--- src/rtl/stopwatch_pkg.sv ---
// Shared types and limits for the MM:SS stopwatch.
package stopwatch_pkg;

  typedef enum logic [1:0] {
    ST_RUN   = 2'd0,
    ST_PAUSE = 2'd1,
    ST_ADJ   = 2'd2
  } sw_state_e;

  localparam logic [1:0] ADJ_NONE = 2'b00;
  localparam logic [1:0] ADJ_SEC  = 2'b01;
  localparam logic [1:0] ADJ_MIN  = 2'b10;

  localparam logic [3:0] MAX_TENS = 4'd5;
  localparam logic [3:0] MAX_ONES = 4'd9;

endpackage

--- src/rtl/stopwatch_counter_if.sv ---
// Control pulses in, BCD digits and status out.
interface stopwatch_counter_if;
  logic       tick_1hz;
  logic       tick_2hz;
  logic       pause_p;
  logic       clr_p;
  logic       adj;
  logic       sel;
  logic [3:0] min_tens;
  logic [3:0] min_ones;
  logic [3:0] sec_tens;
  logic [3:0] sec_ones;
  logic       running;
  logic [1:0] adj_field;

  modport master (
    output tick_1hz, tick_2hz, pause_p, clr_p, adj, sel,
    input  min_tens, min_ones, sec_tens, sec_ones, running, adj_field
  );

  modport slave (
    input  tick_1hz, tick_2hz, pause_p, clr_p, adj, sel,
    output min_tens, min_ones, sec_tens, sec_ones, running, adj_field
  );
endinterface

--- src/rtl/bcd60_counter.sv ---
// Two-digit BCD counter 00..59; clr wins over inc, carry_out flags the 59->00 step.
module bcd60_counter
  import stopwatch_pkg::*;
(
  input  logic       clk_master,
  input  logic       rst_n,
  input  logic       inc,
  input  logic       clr,
  output logic [3:0] tens,
  output logic [3:0] ones,
  output logic       carry_out
);

  assign carry_out = inc && (tens == MAX_TENS) && (ones == MAX_ONES);

  always_ff @(posedge clk_master or negedge rst_n) begin
    if (!rst_n) begin
      tens <= 4'd0;
      ones <= 4'd0;
    end else if (clr) begin
      tens <= 4'd0;
      ones <= 4'd0;
    end else if (inc) begin
      if (ones == MAX_ONES) begin
        ones <= 4'd0;
        tens <= (tens == MAX_TENS) ? 4'd0 : tens + 4'd1;
      end else begin
        ones <= ones + 4'd1;
      end
    end
  end

endmodule

--- src/rtl/stopwatch_counter.sv ---
// MM:SS stopwatch with run / pause / adjust modes driven by divider ticks.
module stopwatch_counter
  import stopwatch_pkg::*;
(
  input  logic                clk_master,
  input  logic                rst_n,
  stopwatch_counter_if.slave  bus
);

  // Assert asynchronously, release two edges after rst_n rises.
  logic [1:0] rst_sync;
  logic       rst_int_n;

  always_ff @(posedge clk_master or negedge rst_n) begin
    if (!rst_n) rst_sync <= 2'b00;
    else        rst_sync <= {rst_sync[0], 1'b1};
  end

  assign rst_int_n = rst_sync[1];

  sw_state_e state;
  logic      in_run, in_adj;
  logic      sec_inc, min_inc, sec_carry, min_carry;

  assign in_run = (state == ST_RUN);
  assign in_adj = (state == ST_ADJ);

  // Carry only rolls into minutes while running; adjust touches one field.
  assign sec_inc = (in_run && bus.tick_1hz) || (in_adj && bus.tick_2hz && !bus.sel);
  assign min_inc = (in_run && bus.tick_1hz && sec_carry) ||
                   (in_adj && bus.tick_2hz && bus.sel);

  bcd60_counter u_sec (
    .clk_master (clk_master),
    .rst_n      (rst_int_n),
    .inc        (sec_inc),
    .clr        (bus.clr_p),
    .tens       (bus.sec_tens),
    .ones       (bus.sec_ones),
    .carry_out  (sec_carry)
  );

  bcd60_counter u_min (
    .clk_master (clk_master),
    .rst_n      (rst_int_n),
    .inc        (min_inc),
    .clr        (bus.clr_p),
    .tens       (bus.min_tens),
    .ones       (bus.min_ones),
    .carry_out  (min_carry)
  );

  always_ff @(posedge clk_master or negedge rst_int_n) begin
    if (!rst_int_n) begin
      state         <= ST_RUN;
      bus.running   <= 1'b1;
      bus.adj_field <= ADJ_NONE;
    end else begin
      bus.adj_field <= ADJ_NONE;
      if (bus.adj) begin
        state         <= ST_ADJ;
        bus.running   <= 1'b0;
        bus.adj_field <= bus.sel ? ADJ_MIN : ADJ_SEC;
      end else begin
        case (state)
          ST_RUN: if (bus.pause_p) begin
            state       <= ST_PAUSE;
            bus.running <= 1'b0;
          end
          ST_PAUSE: if (bus.pause_p) begin
            state       <= ST_RUN;
            bus.running <= 1'b1;
          end
          ST_ADJ: begin
            state       <= ST_PAUSE;
            bus.running <= 1'b0;
          end
          default: begin
            state       <= ST_RUN;
            bus.running <= 1'b1;
          end
        endcase
      end
    end
  end

  logic unused_carry;
  assign unused_carry = min_carry;

endmodule

--- src/flat_wrapper.sv ---
// flat-port wrapper written by rule: the top's interface ports become plain ports
module stopwatch_counter_flat import stopwatch_pkg::*;
  (clk_master, rst_n, bus_tick_1hz, bus_tick_2hz, bus_pause_p, bus_clr_p, bus_adj, bus_sel, bus_min_tens, bus_min_ones, bus_sec_tens, bus_sec_ones, bus_running, bus_adj_field);
  stopwatch_counter_if bus_i ();
  input  logic clk_master;
  input  logic rst_n;
  input wire logic [$bits(bus_i.tick_1hz)-1:0] bus_tick_1hz;
  input wire logic [$bits(bus_i.tick_2hz)-1:0] bus_tick_2hz;
  input wire logic [$bits(bus_i.pause_p)-1:0] bus_pause_p;
  input wire logic [$bits(bus_i.clr_p)-1:0] bus_clr_p;
  input wire logic [$bits(bus_i.adj)-1:0] bus_adj;
  input wire logic [$bits(bus_i.sel)-1:0] bus_sel;
  output wire logic [$bits(bus_i.min_tens)-1:0] bus_min_tens;
  output wire logic [$bits(bus_i.min_ones)-1:0] bus_min_ones;
  output wire logic [$bits(bus_i.sec_tens)-1:0] bus_sec_tens;
  output wire logic [$bits(bus_i.sec_ones)-1:0] bus_sec_ones;
  output wire logic [$bits(bus_i.running)-1:0] bus_running;
  output wire logic [$bits(bus_i.adj_field)-1:0] bus_adj_field;
  assign bus_i.tick_1hz = bus_tick_1hz;
  assign bus_i.tick_2hz = bus_tick_2hz;
  assign bus_i.pause_p = bus_pause_p;
  assign bus_i.clr_p = bus_clr_p;
  assign bus_i.adj = bus_adj;
  assign bus_i.sel = bus_sel;
  assign bus_min_tens = bus_i.min_tens;
  assign bus_min_ones = bus_i.min_ones;
  assign bus_sec_tens = bus_i.sec_tens;
  assign bus_sec_ones = bus_i.sec_ones;
  assign bus_running = bus_i.running;
  assign bus_adj_field = bus_i.adj_field;
  stopwatch_counter u_core (.clk_master(clk_master), .rst_n(rst_n), .bus(bus_i));
endmodule
--- config.mk ---
export PLATFORM = sky130hd
export DESIGN_NAME = stopwatch_counter_flat
export DESIGN_NICKNAME = d
export VERILOG_FILES = /design/src/rtl/stopwatch_pkg.sv /design/src/rtl/stopwatch_counter_if.sv /design/src/rtl/bcd60_counter.sv /design/src/rtl/stopwatch_counter.sv /design/src/flat_wrapper.sv
export SDC_FILE = /design/constraint.sdc
export NUM_CORES = 1
export LEC_CHECK = 0
export BUFFER_PORTS_ARGS = -buffer_cell sky130_fd_sc_hd__buf_2
export CORE_MARGIN = 1
export CORE_UTILIZATION = 50
export CTS_BUF_LIST = sky130_fd_sc_hd__clkbuf_8
export DETAILED_ROUTE_END_ITERATION = 10
export GPL_ROUTABILITY_DRIVEN = 0
export PLACE_DENSITY = 0.85
export SLEW_MARGIN = 20
export SYNTH_ARGS = -nofsm -noshare
export SYNTH_HDL_FRONTEND = slang
export SYNTH_SLANG_ARGS = --single-unit
--- constraint.sdc ---
create_clock -name clk_master -period 1.2 [get_ports clk_master]
set_input_delay 0 -clock clk_master [delete_from_list [all_inputs] [get_ports clk_master]]
set_output_delay 0 -clock clk_master [all_outputs]
set_load 0.05 [all_outputs]
==> results.md, run 1 <==
* Switching share of power at 31.0%
* Clk pin slew, worst setup/hold paths at 0.08 ns
* Post-route fraction of the period consumed by the critical path at 146%
* Antenna violations before repair at 0
* Share of total power in the clock network at 27.4%
* Remaining global-route overflow at 0
* HP Class: input pin to async pin
* Placed instance area at 1660 um^2
* Starting DRT DRC Count at 37
* Routed wire length at 3.99 mm
* Clock period minus final worst setup slack at 1.75 ns
* Number of instances in the synthesized netlist at 123
* Worst path arrival time at 1.91 ns
* First-pass GRT wire length at 5.27 mm
* Comb pwr share at 24.5%
* Top-Level Pins at 27
* Yosys warnings at 0
* Post-route antenna net violation count at 0
* Via count of the first global-routing pass at 1175
* Share of final-layout standard cells stronger than drive strength 1 at 54.5%
* Nets at 206
* Sinks on the clock net at 23
* Layout Cell Area excl Fill at 1920 um^2
* Non-filler instance count after layout at 219
* Kind of critical path: flip-flop to flip-flop
* EDFF count, synth at 0
* Result of the run: complete, but fails checks
* Internal power component at 1.20 mW
* Data required time at the worst endpoint at 1.36 ns
* Max Clk Rate at 0.570 GHz
* Hpwl dp at 2.25 mm
* CTS Root Cell: sky130_fd_sc_hd__clkbuf_8
* Post-route setup slack at -0.554 ns
* Average wire per standard cell at 18.2 um
* Syn Nets at 137
* Power after layout at 1.75 mW
* Synth Flop Type: sky130_fd_sc_hd__dfrtp_1
* Final Skew at 0.00170 ns
* Number of hold violations in the final report at 0
* Die Ht at 51.9 um
* All-layer global routing usage at 27.3%
* Number of detailed-route iterations in the first pass at 4
* Fraction of registers with async set/reset at 100%
* Number of vias in the routed layout at 1303
* Via-to-Cell Ratio at 5.95
* H-tree depth at 1
* Sort of element at the start of the critical path: flip-flop
* Post-route DRC violation count at 0
* VDD IR max at 0.768 mV
* Max Root-Sink Buffers at 2
* Final number of max-transition violations at 0
* Std-Cell Rows at 17
* Worst-skew pair later-pin latency at 0.26 ns
* Net switching power figure at 0.542 mW
* Leakage at 0.931 nW
* Register area share after synthesis at 46.3%
* Setup slack on the worst flop-to-flop path at -0.55 ns
* Cell area after technology mapping at 1250 um^2
* Effective utilization at floorplan at 54.8%
* Setup WS pre-CTS at -0.518 ns
* DP Cell Count at 204
* Count of different cell masters after synthesis at 40
* Number of register bits inferred by synthesis at 23
* Mean Syn Cell Area at 10.1 um^2
* Number of filler instances in the final layout at 128
* Critical Path Sink Type: flip-flop
* Antenna Cells at 0
* Biggest fanout along the worst timing path at 3
* Core footprint at 2280 um^2
* Number of buffers inserted during clock tree synthesis at 3
* Power density cells at 911 nW/um^2
* DIE AREA at 2700 um^2
* IO Port Bufs at 26
* CTS tree: built
* Violations in the final reports: setup timing
* Setup violation total in the final timing report at 16
* Maximum number of pins on one net before global-route repair at 22
* Area added between synthesis and finish at 53.8%
* Die width at 51.9 um
* Flop pwr share at 48.1%
* Max Cap Violations at 0
* RSZ-0062 raised after global routing: true
-- flip-flops by register name (all words and copies together), names as in the netlist --
| signal | count |
|---|---|
| u_core.rst_sync | 2 |
| u_core.bus.adj_field | 2 |
| u_core.u_sec.ones | 4 |
| u_core.u_min.ones | 4 |
| u_core.u_min.tens | 4 |
| u_core.u_sec.tens | 4 |
| u_core.bus.running | 1 |
| u_core.state | 2 |
-- power by group through the flow --
stage	clock network, mW	logic (mW)	registers (mW)
after floorplan	0	0.113	0.972
after global placement	0	0.361	0.846
after detailed placement	0	0.379	0.849
after CTS	0.468	0.397	0.837
after global routing	0.504	0.454	0.842
final	0.478	0.428	0.840
-- per-stage QoR --
step,hold WS (ns),utilization (%),TNS [ns]
3_5_place_dp,-0.214,73.1,-5.50
2_1_floorplan,-0.296,-,-5.86
4_1_cts,0.0343,79.2,-4.86
3_3_place_gp,-0.216,73.1,-4.17
5_1_grt,0.0508,84.2,-7.00
6_report,0.0298,84.2,-6.20
-- cells by family (layout without fill, tap and decap cells) --
family / count (synthesis) / in the layout / synth area share, %
adder cells (fa/ha/maj): 6 / 6 / 6.02
flip-flops: 23 / 23 / 46.3
multiplexers: 6 / 6 / 5.12
XOR/XNOR: 1 / 1 / 0.703
AND/OR/NAND/NOR: 50 / 50 / 22.9
AO/OA/AOI/OAI: 25 / 25 / 15.4
other: 1 / 1 / 0.301
buffers and inverters: 11 / 79 / 3.31
-- path summary, 6_finish.rpt --
kind | cells after the start | endpoint | from
setup / recovery | 5 | u_core.u_min.ones[3] | u_core.u_sec.tens[1]
hold / removal | 2 | u_core.rst_sync[1] | rst_n
setup reg to reg | 5 | u_core.u_min.ones[3] | u_core.u_sec.tens[1]
hold reg to reg | 1 | u_core.u_sec.ones[1] | u_core.rst_sync[1]
max in group asynchronous | 1 | u_core.bus.running | u_core.rst_sync[1]
min in group clk_master | 2 | u_core.u_sec.tens[1] | bus_clr_p
-- worst max-delay path: stages (launching register included) --
cell and delay, ns:
sky130_fd_sc_hd__dfrtp_2 0.44, sky130_fd_sc_hd__nor4b_4 0.36, sky130_fd_sc_hd__nand4_1 0.22, sky130_fd_sc_hd__buf_4 0.21, sky130_fd_sc_hd__a22o_1 0.21, sky130_fd_sc_hd__a32o_1 0.21
-- placed cells by master, fill, tap and decap left out, drive strengths merged, types with 4 or more instances in the layout --
| master | netlist | final |
|---|---|---|
| nor2 | 15 | 15 |
| inv | 8 | 9 |
| a21oi | 8 | 8 |
| ha | 6 | 6 |
| nand3 | 4 | 4 |
| nand2 | 6 | 6 |
| nor3 | 6 | 6 |
| dfrtp | 22 | 22 |
| dlygate4sd3 | 0 | 4 |
| buf | 0 | 63 |
-- what timing repair did --
action	CTS	global route
hold buffers	4	0
gates resized for setup	8	20
setup endpoints to repair	16	17
pin swaps	3	15
buffers inserted	1	7
hold endpoints to repair	7	0
-- synthesized netlist by cell type (2+ instances only) --
master	number	area (um^2)
sky130_fd_sc_hd__a211oi_1	3	22.5
sky130_fd_sc_hd__a21bo_2	2	20.0
sky130_fd_sc_hd__a21oi_1	7	35.0
sky130_fd_sc_hd__and3b_1	3	26.3
sky130_fd_sc_hd__clkbuf_1	3	11.3
sky130_fd_sc_hd__dfrtp_1	22	551
sky130_fd_sc_hd__ha_1	6	75.1
sky130_fd_sc_hd__inv_1	8	30.0
sky130_fd_sc_hd__mux2_2	3	33.8
sky130_fd_sc_hd__mux2i_1	3	30.0
sky130_fd_sc_hd__nand2_1	6	22.5
sky130_fd_sc_hd__nand2b_1	2	12.5
sky130_fd_sc_hd__nand3_1	4	20.0
sky130_fd_sc_hd__nand4_1	2	12.5
sky130_fd_sc_hd__nor2_1	14	52.6
sky130_fd_sc_hd__nor2b_1	3	18.8
sky130_fd_sc_hd__nor3_1	6	30.0
sky130_fd_sc_hd__o21ai_0	2	10.0
sky130_fd_sc_hd__o22ai_1	3	18.8
-- per-layer routing --
layer / global-route usage [%] / wire length, um
met4: 14.0 / 143
met3: 4.09 / 133
met5: 0 / 0
met1: 32.8 / 1630
met2: 46.8 / 2080
-- final cells by class --
cell class / instances / area [um^2] / area share (%)
Clock buffer: 3 / 41.3 / 2.15
Multi-Input combinational cell: 89 / 753 / 39.3
Sequential cell: 23 / 587 / 30.6
Clock inverter: 1 / 3.75 / 0.196
Inverter: 8 / 30.0 / 1.57
Timing Repair Buffer: 67 / 467 / 24.3
Tap cell: 28 / 35.0 / 1.83
Note: power is estimated with default switching activity, not from simulation.
==> run 2, diff against run 1 <==
SKIP_CTS_REPAIR_TIMING = 1   (was unset)
==> run 2 against run 1 <==
The flow still finishes with violations (setup timing). Die area unchanged. Utilization fell by 2.9 points. Maximum frequency rose by 2.3%. Critical path type unchanged.
==> results.md, run 2 (synthesis gave the netlist of run 1 again) <==
* Result of the run: complete, but fails checks
* Violations in the final reports: setup timing
* First-pass GRT wire length at 4.62 mm (-12%)
* Number of hold violations in the final report at 0 (unchanged)
* Cells along the critical path: inv_2 > ha_4 > nand3b_1 > a2111oi_4 > buf_4 > mux2i_1 > nor2_1
* Number of buffers inserted during clock tree synthesis at 3 (unchanged)
* DIE AREA at 2700 um^2 (unchanged)
* Commonest cells after routing, fill and taps aside: sky130_fd_sc_hd__buf_4 (30), sky130_fd_sc_hd__buf_2 (26), sky130_fd_sc_hd__dfrtp_1 (15), sky130_fd_sc_hd__nor2_1 (13), sky130_fd_sc_hd__inv_1 (8)
* Most common library cell in the layout ignoring fill and taps: sky130_fd_sc_hd__buf_4
* Core footprint at 2280 um^2 (unchanged)
* Critical Path Sink Type: flip-flop
* Effective utilization at floorplan at 54.8% (unchanged)
* Std-Cell Rows at 17 (unchanged)
* Remaining global-route overflow at 0 (unchanged)
* Comb pwr share at 24.1% (-0.4 points)
* Max Clk Rate at 0.583 GHz (+2.3%)
* HP Class: input pin to flip-flop
* Setup violation total in the final timing report at 16 (unchanged)
* Flop pwr share at 48.6% (+0.5 points)
* Final Skew at 0.00379 ns (+0.00209 ns)
* Nets at 201 (-2.4%)
* Number of detailed-route iterations in the first pass at 4 (unchanged)
* RSZ-0062 raised after global routing: true
* Antenna violations before repair at 0 (unchanged)
* Leakage at 0.911 nW (-2.1%)
* Sinks on the clock net at 23 (unchanged)
* Antenna Cells at 0 (unchanged)
* Maximum number of pins on one net before global-route repair at 22 (unchanged)
* Switching share of power at 30.4% (-0.64 points)
* Power density cells at 932 nW/um^2 (+2.3%)
* CTS tree: built
* Final number of max-transition violations at 0 (unchanged)
* Post-route DRC violation count at 0 (unchanged)
* Area added between synthesis and finish at 48.6%
* CTS Root Cell: sky130_fd_sc_hd__clkbuf_8
* Top-Level Pins at 27 (unchanged)
* Post-route fraction of the period consumed by the critical path at 143% (-3.4 points)
* Post-route setup slack at -0.514 ns (+0.0403 ns)
* Via count of the first global-routing pass at 1116 (-5.0%)
* Share of final-layout standard cells stronger than drive strength 1 at 52.2% (-2.3 points)
* VDD IR max at 0.945 mV (+23%)
* CP max stage cell: sky130_fd_sc_hd__dfrtp_2
* Number of vias in the routed layout at 1219 (-6.4%)
* Max Root-Sink Buffers at 2 (unchanged)
* Max Cap Violations at 0 (unchanged)
* Sort of element at the start of the critical path: flip-flop
* Internal power component at 1.20 mW (-0.24%)
* Starting DRT DRC Count at 29 (-22%)
* IO Port Bufs at 26 (unchanged)
* R2R Path Start: u_core.u_sec.ones[1]
* Via-to-Cell Ratio at 5.70 (-4.3%)
* Die width at 51.9 um (unchanged)
* Critical path origin: u_core.u_sec.ones[1]
* Worst path arrival time at 1.85 ns (-0.06 ns)
* Net switching power figure at 0.525 mW (-3.2%)
* Clk pin slew, worst setup/hold paths at 0.08 ns (about the same)
* Worst stage delay on the critical path at 0.42 ns (-0.02 ns)
* Post-layout utilization of the core at 81.4% (-2.9 points)
* Final TNS setup at -5.79 ns (+0.412 ns)
* Post-route antenna net violation count at 0 (unchanged)
* H-tree depth at 1 (unchanged)
* Clock period minus final worst setup slack at 1.71 ns (-0.0403 ns)
* Data required time at the worst endpoint at 1.34 ns (-0.02 ns)
* All-layer global routing usage at 23.7% (-3.6 points)
* Number of filler instances in the final layout at 135 (+5.5%)
* Average wire per standard cell at 16.5 um (-9.2%)
* Hpwl dp at 2.25 mm (unchanged)
* Number of buffers and inverters on the critical path at 2 (+1)
* Kind of critical path: flip-flop to flip-flop
* Die Ht at 51.9 um (unchanged)
* Share of total power in the clock network at 27.3% (about the same)
* Kind of cell adding the most delay to the critical path: flip-flops
* Biggest fanout along the worst timing path at 5 (+2)
* Worst-skew pair later-pin latency at 0.26 ns (about the same)
* Worst Hold Launch: bus_sel
* Routed wire length at 3.54 mm (-11%)
run 2: changes by cell type in the layout (fill, tap and decap cells not counted), sizes merged:
cell,change
buf,-4
dlygate4sd3,-1
run 2: metal layers:
layer  up-vias  wire (um)  global-route usage, %
li1        567          -                      -
met5         -          0                      0
met4         0         54                   12.2
met1       601       1460                   27.4
met2        45       1910                   41.7
met3         6        112                   3.80
run 2: metrics by stage:
stage / hold WS, ns / instance area, um^2 / total power, mW / setup slack (ns) / cells
after floorplan: -0.296 / 1280 / 1.09 / -0.546 / 123
after global placement: -0.216 / 1660 / 1.21 / -0.373 / 204
after detailed placement: -0.214 / 1660 / 1.23 / -0.518 / 204
after CTS: -0.497 / 1710 / 1.68 / -0.536 / 208
after global routing: 0.0172 / 1850 / 1.79 / -0.559 / 214
final: 0.0183 / 1850 / 1.73 / -0.514 / 214
run 2: layout make-up:
type	instances	area, um^2	share of cell area [%]
multi-input cells	89	737	39.8
flip-flops and latches	23	586	31.6
repair buffers	62	419	22.6
clock buffers	3	41.3	2.23
well taps	28	35.0	1.89
inverters	8	30.0	1.62
clock inverters	1	3.75	0.203
run 2: power groups by stage:
stage / Combinational, mW / Sequential [mW] / Clock [mW]
after floorplan: 0.113 / 0.972 / 0
after CTS: 0.380 / 0.834 / 0.468
final: 0.416 / 0.838 / 0.472
after global routing: 0.444 / 0.841 / 0.506
after detailed placement: 0.379 / 0.849 / 0
after global placement: 0.361 / 0.846 / 0
run 2: worst register-to-register path, delay by kind of cell, from the launching register on:
family | cells | cell delay (ns)
AO/OA/AOI/OAI | 1 | 0.35
flip-flops | 1 | 0.42
adder cells (fa/ha/maj) | 1 | 0.12
AND/OR/NAND/NOR | 2 | 0.23
buffers and inverters | 2 | 0.29
multiplexers | 1 | 0.19
run 2: path summary, 6_finish.rpt:
kind | slack [ns] | endpoint | cells after the start
min in group asynchronous | 0.03 | u_core.rst_sync[1] | 2
worst max-delay path | -0.51 | u_core.u_sec.tens[1] | 7
worst max register to register | -0.51 | u_core.u_sec.tens[1] | 7
max in group asynchronous | 0.70 | u_core.bus.running | 1
worst min-delay path | 0.02 | u_core.bus.adj_field[1] | 2
worst min register to register | 0.22 | u_core.u_min.tens[2] | 1
